==> src/rtl/display_ctrl.sv <==
// Four-digit BCD display register bank shared by the balance and message paths.
// Round-robin grant, sequential double-dabble conversion, leading-zero blanking, saturation and blink.
module display_ctrl #(
  parameter int WIDTH        = 14,
  parameter int BLINK_CYCLES = 500
) (
  input  logic             CLK,
  input  logic             RST,
  input  logic             bal_req,
  input  logic [WIDTH-1:0] bal_val,
  output logic             bal_ack,
  input  logic             msg_req,
  input  logic [WIDTH-1:0] msg_val,
  output logic             msg_ack,
  input  logic             blank_lz,
  input  logic             blink_en,
  output logic [3:0]       D3,
  output logic [3:0]       D2,
  output logic [3:0]       D1,
  output logic [3:0]       D0,
  output logic             busy,
  output logic             ovf
);

  localparam int CNT_W = $clog2(WIDTH + 1);
  localparam int BC_W  = (BLINK_CYCLES > 2) ? $clog2(BLINK_CYCLES) : 1;

  typedef enum logic [1:0] {IDLE, SHIFT, COMMIT} state_t;

  state_t               state, state_nxt;
  logic                 last_msg;
  logic                 grant_bal, grant_msg;
  logic [CNT_W-1:0]     cnt;
  logic [WIDTH-1:0]     bin;
  logic [15:0]          bcd;
  logic                 sat;
  logic [15+WIDTH:0]    shift_nxt;
  logic [3:0]           d3_q, d2_q, d1_q, d0_q;
  logic [BC_W-1:0]      blink_cnt;
  logic                 blink_ph;
  logic                 blank3, blank2, blank1;

  function automatic logic [15:0] dabble(input logic [15:0] b);
    logic [15:0] r;
    for (int i = 0; i < 4; i++) begin
      r[4*i +: 4] = (b[4*i +: 4] >= 4'd5) ? b[4*i +: 4] + 4'd3 : b[4*i +: 4];
    end
    return r;
  endfunction

  function automatic logic over_range(input logic [WIDTH-1:0] v);
    return (v > WIDTH'(9999));
  endfunction

  // Arbitration and next state
  always_comb begin
    state_nxt = state;
    grant_bal = 1'b0;
    grant_msg = 1'b0;
    shift_nxt = {dabble(bcd), bin} << 1;
    case (state)
      IDLE: begin
        // On a tie, the requester that did not win last time gets the display.
        if (bal_req && (!msg_req || last_msg)) grant_bal = 1'b1;
        else if (msg_req)                      grant_msg = 1'b1;
        if (grant_bal || grant_msg) state_nxt = SHIFT;
      end
      SHIFT:   if (cnt == CNT_W'(1)) state_nxt = COMMIT;
      COMMIT:  state_nxt = IDLE;
      default: state_nxt = IDLE;
    endcase
  end

  // Control registers and committed display state
  always_ff @(posedge CLK or posedge RST) begin
    if (RST) begin
      state    <= IDLE;
      last_msg <= 1'b1;
      cnt      <= '0;
      bal_ack  <= 1'b0;
      msg_ack  <= 1'b0;
      d3_q     <= 4'd0;
      d2_q     <= 4'd0;
      d1_q     <= 4'd0;
      d0_q     <= 4'd0;
      ovf      <= 1'b0;
    end else begin
      state   <= state_nxt;
      bal_ack <= grant_bal;
      msg_ack <= grant_msg;
      if (grant_bal || grant_msg) begin
        last_msg <= grant_msg;
        cnt      <= CNT_W'(WIDTH);
      end else if (state == SHIFT) begin
        cnt <= cnt - CNT_W'(1);
      end
      if (state == COMMIT) begin
        if (sat) begin
          {d3_q, d2_q, d1_q, d0_q} <= 16'h9999;
          ovf <= 1'b1;
        end else begin
          {d3_q, d2_q, d1_q, d0_q} <= bcd;
          ovf <= 1'b0;
        end
      end
    end
  end

  // Conversion scratch registers
  always_ff @(posedge CLK) begin
    if (grant_bal || grant_msg) begin
      bin <= grant_msg ? msg_val : bal_val;
      bcd <= '0;
      sat <= over_range(grant_msg ? msg_val : bal_val);
    end else if (state == SHIFT) begin
      {bcd, bin} <= shift_nxt;
    end
  end

  // Blink timebase
  always_ff @(posedge CLK or posedge RST) begin
    if (RST) begin
      blink_cnt <= '0;
      blink_ph  <= 1'b0;
    end else if (!blink_en) begin
      blink_cnt <= '0;
      blink_ph  <= 1'b0;
    end else if (blink_cnt == BC_W'(BLINK_CYCLES - 1)) begin
      blink_cnt <= '0;
      blink_ph  <= ~blink_ph;
    end else begin
      blink_cnt <= blink_cnt + BC_W'(1);
    end
  end

  assign busy   = (state != IDLE);
  assign blank3 = blank_lz && (d3_q == 4'd0);
  assign blank2 = blank3 && (d2_q == 4'd0);
  assign blank1 = blank2 && (d1_q == 4'd0);

  assign D3 = (blink_ph || blank3) ? 4'hF : d3_q;
  assign D2 = (blink_ph || blank2) ? 4'hF : d2_q;
  assign D1 = (blink_ph || blank1) ? 4'hF : d1_q;
  assign D0 = blink_ph ? 4'hF : d0_q;

endmodule

==> config.mk <==
export PLATFORM = sky130hd
export DESIGN_NAME = display_ctrl
export DESIGN_NICKNAME = d
export VERILOG_FILES = /design/src/rtl/display_ctrl.sv
export SDC_FILE = /design/constraint.sdc
export NUM_CORES = 1
export LEC_CHECK = 0
export ABC_AREA = 1
export ABC_CLOCK_PERIOD_IN_PS = 4700
export BUFFER_PORTS_ARGS = -buffer_cell sky130_fd_sc_hd__buf_2
export CAP_MARGIN = 40
export CELL_PAD_IN_SITES_DETAIL_PLACEMENT = 1
export CELL_PAD_IN_SITES_GLOBAL_PLACEMENT = 1
export CORE_UTILIZATION = 47
export CTS_BUF_LIST = sky130_fd_sc_hd__clkbuf_4 sky130_fd_sc_hd__clkbuf_8
export DETAILED_ROUTE_END_ITERATION = 12
export PLACE_DENSITY_LB_ADDON = 0.1
export SLEW_MARGIN = 10
export SYNTH_ARGS = -nofsm -noshare
export SYNTH_HDL_FRONTEND = slang
export SYNTH_SLANG_ARGS = --single-unit
==> constraint.sdc <==
create_clock -name CLK -period 4.7 [get_ports CLK]
set_input_delay 0.47 -clock CLK [delete_from_list [all_inputs] [get_ports CLK]]
set_output_delay 0.47 -clock CLK [all_outputs]
set_load 0.03 [all_outputs]
==> results.toml <==
[detailed_routing]
wirelength_um = 7654
avgViaCountPerCell = 5.054
drcViolationCount = 0
vias = 2694
wl_per_cell_um = 14.36
drt_iter0_drc = 88
ant_nets = 0
firstDrtPassIters = 4

[critical_path]
worst_ep_arrival_time_ns = 1.79
r2r_cells = 4
slowest_delay_ns = 0.39
cp-start-kind = "flip-flop"
path_max_fanout = 4
path_common_cell = "o21ai_0"
cp_cell_sequence = "nor2_1 > nand4_1 > o21ai_0 > o21ai_0 > nand2_1 > buf_2"
r2r_setup_slack_ns = 2.48
crit_path_top_delay_cell = "dfrtp_1"
end_kind = "output port"
path_class = "reg -> out"
cp.buffers_inverters = 1
crit_family = "compound AO/OA/AOI/OAI gates"
worst_r2r_endpoint = "bin[7]$_DFFE_PP_"
r2r-start = "state[0]$_DFFE_PP0P_"
crit_required_ns = 4.23

[yosys]
synth_fp_nets = 418
synth_area_sq_um = 3307
yosysTopAreaCell = "dfrtp_1"
seq_area_frac_synth_pct = 50.59
synth.area.top_cells = "dfrtp_1 (26%), edfxtp_1 (14%), dfxtp_1 (9.7%), nand2_1 (7.8%), inv_1 (6.1%)"
synth-seq-cells = 67
ys_types = 37
syn-mean-instance-area_sq_um = 8.866
ys_warn_count = 0
postSynthCellCount = 373
yosysTopAreaCellShare_pct = 26.49

[cells_and_area]
antennaDiodeCount = 0
area_delta_synth_final_pct = 18.16
layout_commonest_cell = "nand2_1"
fillCellCount = 843
nNetsFinal = 477
layout_common_cells = "nand2_1 (69), inv_1 (54), buf_2 (53)"
final_core_util_pct = 57.51
drive_above_1_share_pct = 20.59

[run_status]
status = "completed"

[floorplan]
die_h_um = 85.88
dieArea_sq_um = 7375
fp-row-count = 30
start_util_pct = 48.67
io_pins = 54
die_width_um = 85.88
core_sq_um = 6794

[clocking]
insertion_delay_ns = 0.35
cts_setup_buffers = 0
cts_tree = "yes"
cts_hold_buffers = 0
htreeDepth = 3
cts_root_buf = "clkbuf_8"
clock_path_buffers = 2
cts_resized = 0
clkTransAtPathRegs_ns = 0.08
cts_buffers = 9
clock-sinks = 67

[power]
powerDensity_nw_per_um2 = 670.9
p_leak_uw = 0.001931
finalPower_uw = 2622
vdd_ir_drop_max_uv = 207.9

[sta]
setup_viol_count_final = 0
report.final.hold_viol_count = 0
clock_skew_ns = 0.01486
report.final.slew_viol_count = 0
finalCriticalPeriod_ns = 2.257
rsz0062_at_grt = "no"
max_freq_ghz = 0.4431
slew_headroom_pct = 53.32
tightestPinTransition_ns = 0.6995
period_share_pct = 48.02
tns_ns = 0

[global_routing]
first_global_vias = 2754
grt_pass1_wl_um = 12740
grt_antenna_before_repair = 0
gr-total-overflow = 0
grt_max_degree = 37
grt_use_total_pct = 22.68

[min_path]
hp-class = "in -> async"

[flow_run]
maxCapViolations = 0

[placement]
globalplace.congestion = 0.7521
port_buffers = 53
hpwlAfterDp_um = 5578
## kinds of logic after synthesis
logic type / count (synthesis) / synth area share, %
AND/OR/NAND/NOR: 135 / 18.62
AO/OA/AOI/OAI: 84 / 15.21
flip-flops: 67 / 50.59
buffers and inverters: 66 / 8.740
adder cells (fa/ha/maj): 11 / 4.162
XOR/XNOR: 9 / 2.384
multiplexers: 1 / 0.3027
## per-layer routing
| metal | up-vias | share of wire [%] | track usage, % |
|---|---|---|---|
| met3 | 11 | 3.4 | 4.331 |
| met2 | 61 | 49 | 38.82 |
| li1 | 1355 | - | - |
| met4 | 0 | 1.7 | 9.091 |
| met5 | - | 0 | 0 |
| met1 | 1267 | 46 | 28.24 |
## area by class of cell
cell class	count	area (sq um)	share of cell area, %
multi-input combinational	240	1345	34.42
timing repair buffer	54	272.8	6.980
sequential	67	1673	42.81
tap	96	120.1	3.074
clock inverter	7	137.6	3.522
inverter	60	235.2	6.020
clock buffer	9	123.9	3.170
## registers in the layout (all words and copies together), names as in the netlist, 2 cells and up
signal	flops
bcd	16
bin	14
blink_cnt	9
cnt	4
d0_q	4
d1_q	4
d2_q	4
d3_q	4
state	2
## worst max-delay path by stage
| stage | startpoint | end | slack (ns) | cells after the start |
|---|---|---|---|---|
| finish | d3_q[0]$_DFFE_PP0N_ | D1[2] | 2.44 | 6 |
| global route | d3_q[0]$_DFFE_PP0N_ | D1[3] | 2.19 | 6 |
| CTS | d3_q[0]$_DFFE_PP0N_ | D1[2] | 2.37 | 6 |
| detailed placement | state[0]$_DFFE_PP0P_ | bin[7]$_DFFE_PP_ | 2.46 | 4 |
| global placement | state[0]$_DFFE_PP0P_ | bin[7]$_DFFE_PP_ | 2.52 | 4 |
| floorplan | blank_lz | D1[0] | 3.06 | 4 |
## where the power goes
group | switching [uW] | leakage, uW | internal [uW]
Clock | 228 | 0.000134 | 406
Sequential | 120 | 0.000733 | 850
Combinational | 678 | 0.00106 | 340
Total | 1030 | 0.00193 | 1600
## synth_stat cells
cell,count
a21oi_1,17
a21oi_4,1
a22oi_1,8
a31oi_1,8
buf_2,1
buf_4,2
buf_6,3
dfrtp_1,35
dfstp_2,1
dfxtp_1,16
edfxtp_1,15
ha_1,11
inv_1,54
inv_2,3
inv_4,2
inv_6,1
mux2i_1,1
nand2_1,69
nand2_2,1
nand2_4,1
nand3_1,20
nand4_1,2
nor2_1,30
nor2_2,1
nor2_4,3
nor2_8,2
nor3_1,4
nor3b_1,1
nor4_1,1
o21ai_0,27
o21ai_1,8
o21ai_2,1
o22ai_1,10
o22ai_2,3
o31ai_1,1
xnor2_1,1
xor2_1,8
## worst min-delay path: cells and delay by family
kind	cells	cell delay [ns]
buffers and inverters	3	0.53
## metrics by stage
step	area (sq um)	setup slack (ns)	std cells	hold slack, ns
after CTS	3908	2.374	533	0.2307
after floorplan	3307	3.056	373	0.4215
final	3908	2.443	533	0.2237
after detailed placement	3646	2.464	517	0.4405
after global placement	3646	2.523	517	0.4301
after global routing	3908	2.192	533	0.2574
(Power assumes the default switching activity.)
